==> src/rtl/health_tracker.sv <==
// Hit-point bookkeeping for the player and the NPC, with post-hit invulnerability
// counted in video frames and per-pixel health-bar flags for the color mapper.
module health_tracker #(
    parameter logic [6:0] MAX_HP        = 7'd100,
    parameter logic [6:0] HIT_DAMAGE    = 7'd10,
    parameter logic [5:0] INVULN_FRAMES = 6'd30,
    parameter logic [9:0] BAR_Y_TOP     = 10'd20,
    parameter logic [9:0] BAR_HEIGHT    = 10'd10,
    parameter logic [9:0] PLAYER_BAR_X  = 10'd20,
    parameter logic [9:0] NPC_BAR_X_END = 10'd619
) (
    input  logic       Clk,
    input  logic       Reset,
    input  logic       frame_clk,
    input  logic       Soft_Reset,
    input  logic       game_l,
    input  logic       Player_Hit,
    input  logic       NPC_Hit,
    input  logic [9:0] DrawX,
    input  logic [9:0] DrawY,
    output logic [6:0] Player_HP,
    output logic [6:0] NPC_HP,
    output logic       Player_Dead,
    output logic       NPC_Dead,
    output logic       is_player_bar,
    output logic       is_npc_bar
);

    // VS is asynchronous to Clk: two sync flops, then a history flop for edge detect.
    logic frame_sync1_reg, frame_sync2_reg, frame_hist_reg;
    logic frame_tick;

    always_ff @(posedge Clk or posedge Reset) begin
        if (Reset) begin
            frame_sync1_reg <= 1'b0;
            frame_sync2_reg <= 1'b0;
            frame_hist_reg  <= 1'b0;
        end else begin
            frame_sync1_reg <= frame_clk;
            frame_sync2_reg <= frame_sync1_reg;
            frame_hist_reg  <= frame_sync2_reg;
        end
    end

    assign frame_tick = frame_sync2_reg & ~frame_hist_reg;

    // Index 0 is the player, index 1 the NPC.
    logic [1:0] hit;
    logic [6:0] hp   [2];
    logic       dead [2];

    assign hit = {NPC_Hit, Player_Hit};

    genvar gi;
    generate
        for (gi = 0; gi < 2; gi++) begin : g_fighter
            logic [6:0] hp_reg, hp_next;
            logic [5:0] invuln_reg, invuln_next;
            logic       dead_reg;
            logic       accept;

            assign accept = hit[gi] & game_l & ~dead_reg & (invuln_reg == 6'd0) & ~Soft_Reset;

            always_comb begin
                hp_next     = hp_reg;
                invuln_next = invuln_reg;
                if (Soft_Reset) begin
                    hp_next     = MAX_HP;
                    invuln_next = 6'd0;
                end else if (accept) begin
                    hp_next     = (hp_reg > HIT_DAMAGE) ? hp_reg - HIT_DAMAGE : 7'd0;
                    invuln_next = INVULN_FRAMES;
                end else if (frame_tick && invuln_reg != 6'd0) begin
                    invuln_next = invuln_reg - 6'd1;
                end
            end

            always_ff @(posedge Clk or posedge Reset) begin
                if (Reset) begin
                    hp_reg     <= MAX_HP;
                    invuln_reg <= 6'd0;
                    dead_reg   <= 1'b0;
                end else begin
                    hp_reg     <= hp_next;
                    invuln_reg <= invuln_next;
                    dead_reg   <= (hp_next == 7'd0);
                end
            end

            assign hp[gi]   = hp_reg;
            assign dead[gi] = dead_reg;
        end
    endgenerate

    assign Player_HP   = hp[0];
    assign NPC_HP      = hp[1];
    assign Player_Dead = dead[0];
    assign NPC_Dead    = dead[1];

    // Bars are 2 pixels per HP; the NPC bar is anchored on its right edge.
    logic [9:0] player_width, npc_width, npc_left;
    logic       in_rows;

    assign player_width = {2'b00, hp[0], 1'b0};
    assign npc_width    = {2'b00, hp[1], 1'b0};
    assign npc_left     = NPC_BAR_X_END + 10'd1 - npc_width;
    assign in_rows      = (DrawY >= BAR_Y_TOP) && (DrawY < BAR_Y_TOP + BAR_HEIGHT);

    assign is_player_bar = in_rows && (DrawX >= PLAYER_BAR_X) &&
                           (DrawX < PLAYER_BAR_X + player_width);
    assign is_npc_bar    = in_rows && (hp[1] != 7'd0) &&
                           (DrawX >= npc_left) && (DrawX <= NPC_BAR_X_END);

endmodule

==> config.mk <==
export PLATFORM = sky130hd
export DESIGN_NAME = health_tracker
export DESIGN_NICKNAME = d
export VERILOG_FILES = /design/src/rtl/health_tracker.sv
export SDC_FILE = /design/constraint.sdc
export NUM_CORES = 1
export LEC_CHECK = 0
export ABC_AREA = 1
export CAP_MARGIN = 20
export CORE_UTILIZATION = 38
export DETAILED_ROUTE_END_ITERATION = 10
export GPL_TIMING_DRIVEN = 0
export HOLD_SLACK_MARGIN = 0.08
export PLACE_DENSITY = 0.72
export SETUP_SLACK_MARGIN = 0.1
export SLEW_MARGIN = 20
export SYNTH_ARGS = -nofsm -noshare
export SYNTH_HDL_FRONTEND = slang
export SYNTH_SLANG_ARGS = --single-unit
==> constraint.sdc <==
create_clock -name Clk -period 3.6 [get_ports Clk]
set_clock_uncertainty 0.05 [all_clocks]
set_input_delay 1.08 -clock Clk [delete_from_list [all_inputs] [get_ports Clk]]
set_output_delay 1.08 -clock Clk [all_outputs]
set_load 0.005 [all_outputs]
======== After elaboration in Yosys (flattened, before gate mapping) ========
Index checks and enable logic that the tools add are counted.
cells by class
  add/sub/neg operators ................... 6
  bitwise gates (word level) .............. 13
  magnitude comparators ................... 8
  muxes and demuxes ....................... 12
  reduce and logical (&&, ||, !) cells .... 17
operator list
  kind                   count
  $mux 7                 6
  $mux 6                 6
  $ge 10x5->1 const B    2
  $gt 7x4->1 const B     2
  $logic_not 7->1        2
  $sub 7x4->7 const B    2
  $logic_not 6->1        2
  $reduce_bool 6->1      2
  $sub 6x1->6 const B    2
  $ge 10x10->1           1
  $le 10x10->1 const B   1
  $lt 10x5->1 const B    1
  $lt 10x9->1            1
  $sub 10x8->10 const A  1
  $add 5x8->9 const A    1
  $and 1x1->1            9
  $logic_and 1x1->1      8
  $reduce_bool 7->1      1
  $reduce_bool 3->1      2
  $not 1->1              4
word-level totals
  output and inout bits ................... 18
  word-level logic and storage cells ...... 65
  bits of input ports ..................... 27
  bits in registers ....................... 31

======== Logic depth before layout (Yosys ltp) ========
  depth in word-level cells ............... 7
  mapped depth ............................ 13

======== Worst setup path before layout ========
No wires, ideal clock.
  path kind ............................... in2out
  start point ............................. input DrawX[9]
  end point ............................... output is_npc_bar
  cell stages on the path ................. 7
  setup slack ............................. 553 ps
  path buffers ............................ 0
  required time ........................... 2,470 ps
  arrival ................................. 1,917 ps
  cell sequence ........................... ha_1 nand2_1 nor2_1 nand2_1 o2111ai_1 nand3_1 inv_1
on the way
  word-level cells in the longest chain between the ends .. 3
RTL lines
  element                RTL line  RTL
  start: declaration     19        input logic [9:0] DrawX,
  $ge 10x10->1           112       (DrawX >= npc_left) && (DrawX <= NPC_BAR_X_END);
  $logic_and 1x1->1      111       assign is_npc_bar = in_rows && (hp[1] != 7'd0) &&
  $logic_and 1x1->1 (*)  112
  end: declaration       26        output logic is_npc_bar
Every way passes the cells marked *; elsewhere a longest branch is shown, timed or not.

======== Worst setup path in the final report ========
  start point ............................. register g_fighter[1].hp_reg[5] (netlist: NPC_HP[5])
  end point ............................... output is_npc_bar
on the way
  word-level cells in the longest chain between the ends .. 4
RTL lines
  element                                             RTL line  RTL
  start: declaration                                  57        logic [6:0] hp_reg, hp_next;
  start signal: assignment                            84        hp_reg <= hp_next;
  $sub 10x8->10 or $reduce_bool 7->1 (tied branches)  106, 111
  $ge 10x10->1 or $logic_and 1x1->1 (tied branches)   112, 111
  $logic_and 1x1->1 (*)                               111
  $logic_and 1x1->1 (*)                               112
Marks and branches as above.

==> summary.md <==
| Metric | Value |
|---|---|
| Status | complete, but fails checks |
| Failing checks | design-rule violations |
| Yosys reg bits | 31 |
| Core area | 6420 sq um |
| Final hold viol count | 0 |
| Met3 Usage GRT | 3.64% |
| Post-layout min period | 3450 ps |
| Die Area | 7080 sq um |
| Starting density of the core | 39.9% |
| Largest net degree at the start of global routing | 32 |
| Total detailed-routing wirelength | 6290 microns |
| Area growth syn-to-layout | 32.4% |
| I/O pin total | 45 |
| Post-Syn Area per Cell | 6.99 sq um |
| Top_reg_cell synth | dfrtp_1 |
| Grt ovf | 0 |
| Clock Latency Late Sink | 290 ps |
| Total GRT Usage | 18.5% |
| Internal Power | 1.01 mW |
| Worst Max-Slew Pin Slew | 627 ps |
| Final core utilization | 52.8% |
| Sw Share | 41.1% |
| Total power draw | 1.71 mW |
| Post-Syn Nets | 419 |
| Die Wd | 84.1 microns |
| CTS Buf Count | 5 |
| R2R setup slack | 1720 ps |
| Leak Pwr | 1.69 nW |
| Clk pin slew, worst setup/hold paths | 70 ps |
| H-tree depth | 2 |
| Grt met1 use | 21.8% |
| CTS tree | built |
| Clock share of power | 20.6% |
| Seq/Total Area, Yosys | 30.6% |
| Crit-path slowest cell | dfstp_2 |
| Via density | 5.03 |
| # DRC | 12 |
| Share of async-settable or async-resettable flops after synthesis | 100% |
| Most frequent cell after synthesis | nand2_1 |
| Post-DRT Antenna Nets | 0 |
| P per Cell Area | 504 nW/um^2 |
| Die Y | 84.1 microns |
| CP Capture Type | output port |
| Initial antenna violation count | 0 |
| Dominant cell type by area after synthesis | dfrtp_1 |
| Initial DRC count | 97 |
| IO buf count | 43 |
| FP Rows | 29 |
| Antenna diode count | 0 |
| Final period utilization | 95.8% |
| Mapped Cells | 367 |
| Final-report max-slew violation count | 0 |
| Crit path max fanout | 6 |
| Crit path max-delay family | flip-flops |
| Hold Path Class | flop to flop |
| Comb pwr share | 49.0% |
| First-pass iteration count of the detailed router | 7 |
| Post-synth top area share | 24.4% |
| Max FFs per register | 12 |
| Max cap viols | 0 |
| Vias | 2,519 |
| Crit path cell chain | nand2_1 > inv_1 > nand2_1 > nand2_2 > nand2_1 > ha_4 > a21oi_1 > o21a_1 > o2111ai_2 > nand3_1 > inv_1 > buf_2 |
| Startpoint Class | flop |
| Seq pwr share | 30.3% |
| Post-synth top cells | 100 x nand2_1, 46 x inv_1, 34 x nand3_1 |
| Clk root buf | clkbuf_8 |
| Nets | 475 |
| Routability-driven placement congestion ratio | 0.863 |
| Buffer and inverter count on the worst path | 3 |
| WP data required | 2470 ps |
| Library cells used by synthesis | 29 |
| Kind of critical path | flop to output port |
| CP max stage delay | 620 ps |
| R2R Path End | NPC_Dead |
| RSZ-0062 raised after global routing | true |
| Sw power | 703 uW |
| Yosys warning total | 0 |
| First-pass GRT wire length | 10,600 microns |
| Worst path most repeated cell | nand2_1 |
| CP Data Arrival Time | 2320 ps |
| Fmax | 290 MHz |
| CTS Sinks | 31 |
| Final setup viols | 0 |
| Reg2reg start | NPC_HP[2] |
| Reg2reg path depth | 14 |
| Max Buffers Root-to-Sink | 2 |
| Critical Path Stages | 12 |
| Peak supply drop | 318 uV |
| Vias in the first global route | 2,476 |
| Worst Setup EP | is_npc_bar |
| Worst setup startpoint | NPC_HP[5] |
| Dpl hpwl | 4680 microns |
| Fraction of layout cells with a size suffix above 1 | 23.1% |
| Netlist Area Pre-Place | 2560 sq um |
| EDFF count, synth | 0 |
| M2 GR Usage | 33.1% |
| Synth top area cells | dfrtp_1 24%, nand2_1 15%, ha_1 12% |
| Mean routed wirelength per cell | 12.6 microns |
| Busiest grt layer | met2 |
| Max_slew headroom | 58.2% |
how the worst min path moves through the flow:
stage / slack (ps) / end / depth (start not counted) / start
finish: 300 / frame_sync2_reg / 0 / frame_sync1_reg
CTS: 300 / frame_sync2_reg / 0 / frame_sync1_reg
global placement: 280 / frame_sync2_reg / 0 / frame_sync1_reg
detailed placement: 280 / frame_sync2_reg / 0 / frame_sync1_reg
global route: 310 / frame_sync2_reg / 0 / frame_sync1_reg
floorplan: 280 / frame_sync2_reg / 0 / frame_sync1_reg
power by group through the flow:
stage	clock (mW)	combinational [mW]	sequential, mW
2_1_floorplan	0	0.576	0.508
5_1_grt	0.381	0.962	0.529
4_1_cts	0.366	0.815	0.517
6_report	0.353	0.839	0.519
3_5_place_dp	0	0.773	0.525
3_3_place_gp	0	0.749	0.521
kinds of logic after synthesis:
| logic type | share of synthesized area (%) |
|---|---|
| DFF | 30.6 |
| buffers and inverters | 10.1 |
| adders and majority gates | 12.2 |
| AOI/OAI and AO/OA | 8.49 |
| xor gates and xnor gates | 3.42 |
| and+or+nand+nor | 35.3 |
cell type report:
cell class | count | area (sq um)
Fill cell | 617 | 3030
Tap cell | 77 | 96.3
Clock buffer | 6 | 82.6
Inverter | 60 | 225
Buffer | 4 | 32.5
Timing Repair Buffer | 49 | 467
Multi-Input combinational cell | 272 | 1670
Sequential cell | 31 | 787
Clock inverter | 2 | 35.0
timing repair:
action	4_1_cts	5_1_grt
hold buffers	0	0
pin swaps	15	10
gates resized for setup	41	21
setup buffers	6	0
endpoints found under the setup margin	2	2
metal layers:
layer	wire [microns]	part of all wire (%)	vias up
li1	-	-	1285
met1	2720	43	1153
met2	3050	48	63
met3	355	5.6	18
met4	170	2.7	0
met5	0	0	-
metrics by stage:
stage                     cell area, sq um  setup slack (ps)  instances  hold WS (ps)  TNS [ps]
after global placement                3090              -514        487           283      -963
after CTS                             3330               117        501           300         0
after global routing                  3390              1.09        501           307         0
after detailed placement              3090              -538        487           285     -1000
final                                 3390               150        501           299         0
after floorplan                       2560               553        367           281         0
placed cells by master (no fill, tap or decap), types with 2 or more instances in the layout:
cell type / netlist / routed
a21oi_1: 17 / 16
a21oi_2: 1 / 2
buf_2: 2 / 4
buf_4: 0 / 6
buf_6: 2 / 2
clkbuf_8: 0 / 6
clkdlybuf4s15_2: 0 / 6
clkdlybuf4s50_1: 0 / 32
dfrtp_1: 25 / 22
dfrtp_2: 0 / 3
dfstp_2: 6 / 6
ha_1: 25 / 18
ha_4: 0 / 7
inv_1: 46 / 44
inv_2: 14 / 16
nand2_1: 100 / 92
nand2_2: 9 / 16
nand3_1: 34 / 34
nand4_1: 9 / 9
nor2_1: 30 / 27
nor2_2: 7 / 9
nor2_4: 4 / 5
o2111ai_2: 0 / 2
o21a_1: 2 / 2
o21ai_0: 11 / 10
o21ai_1: 3 / 4
xor2_1: 10 / 10
No activity file was read; power rests on OpenSTA's default activity.
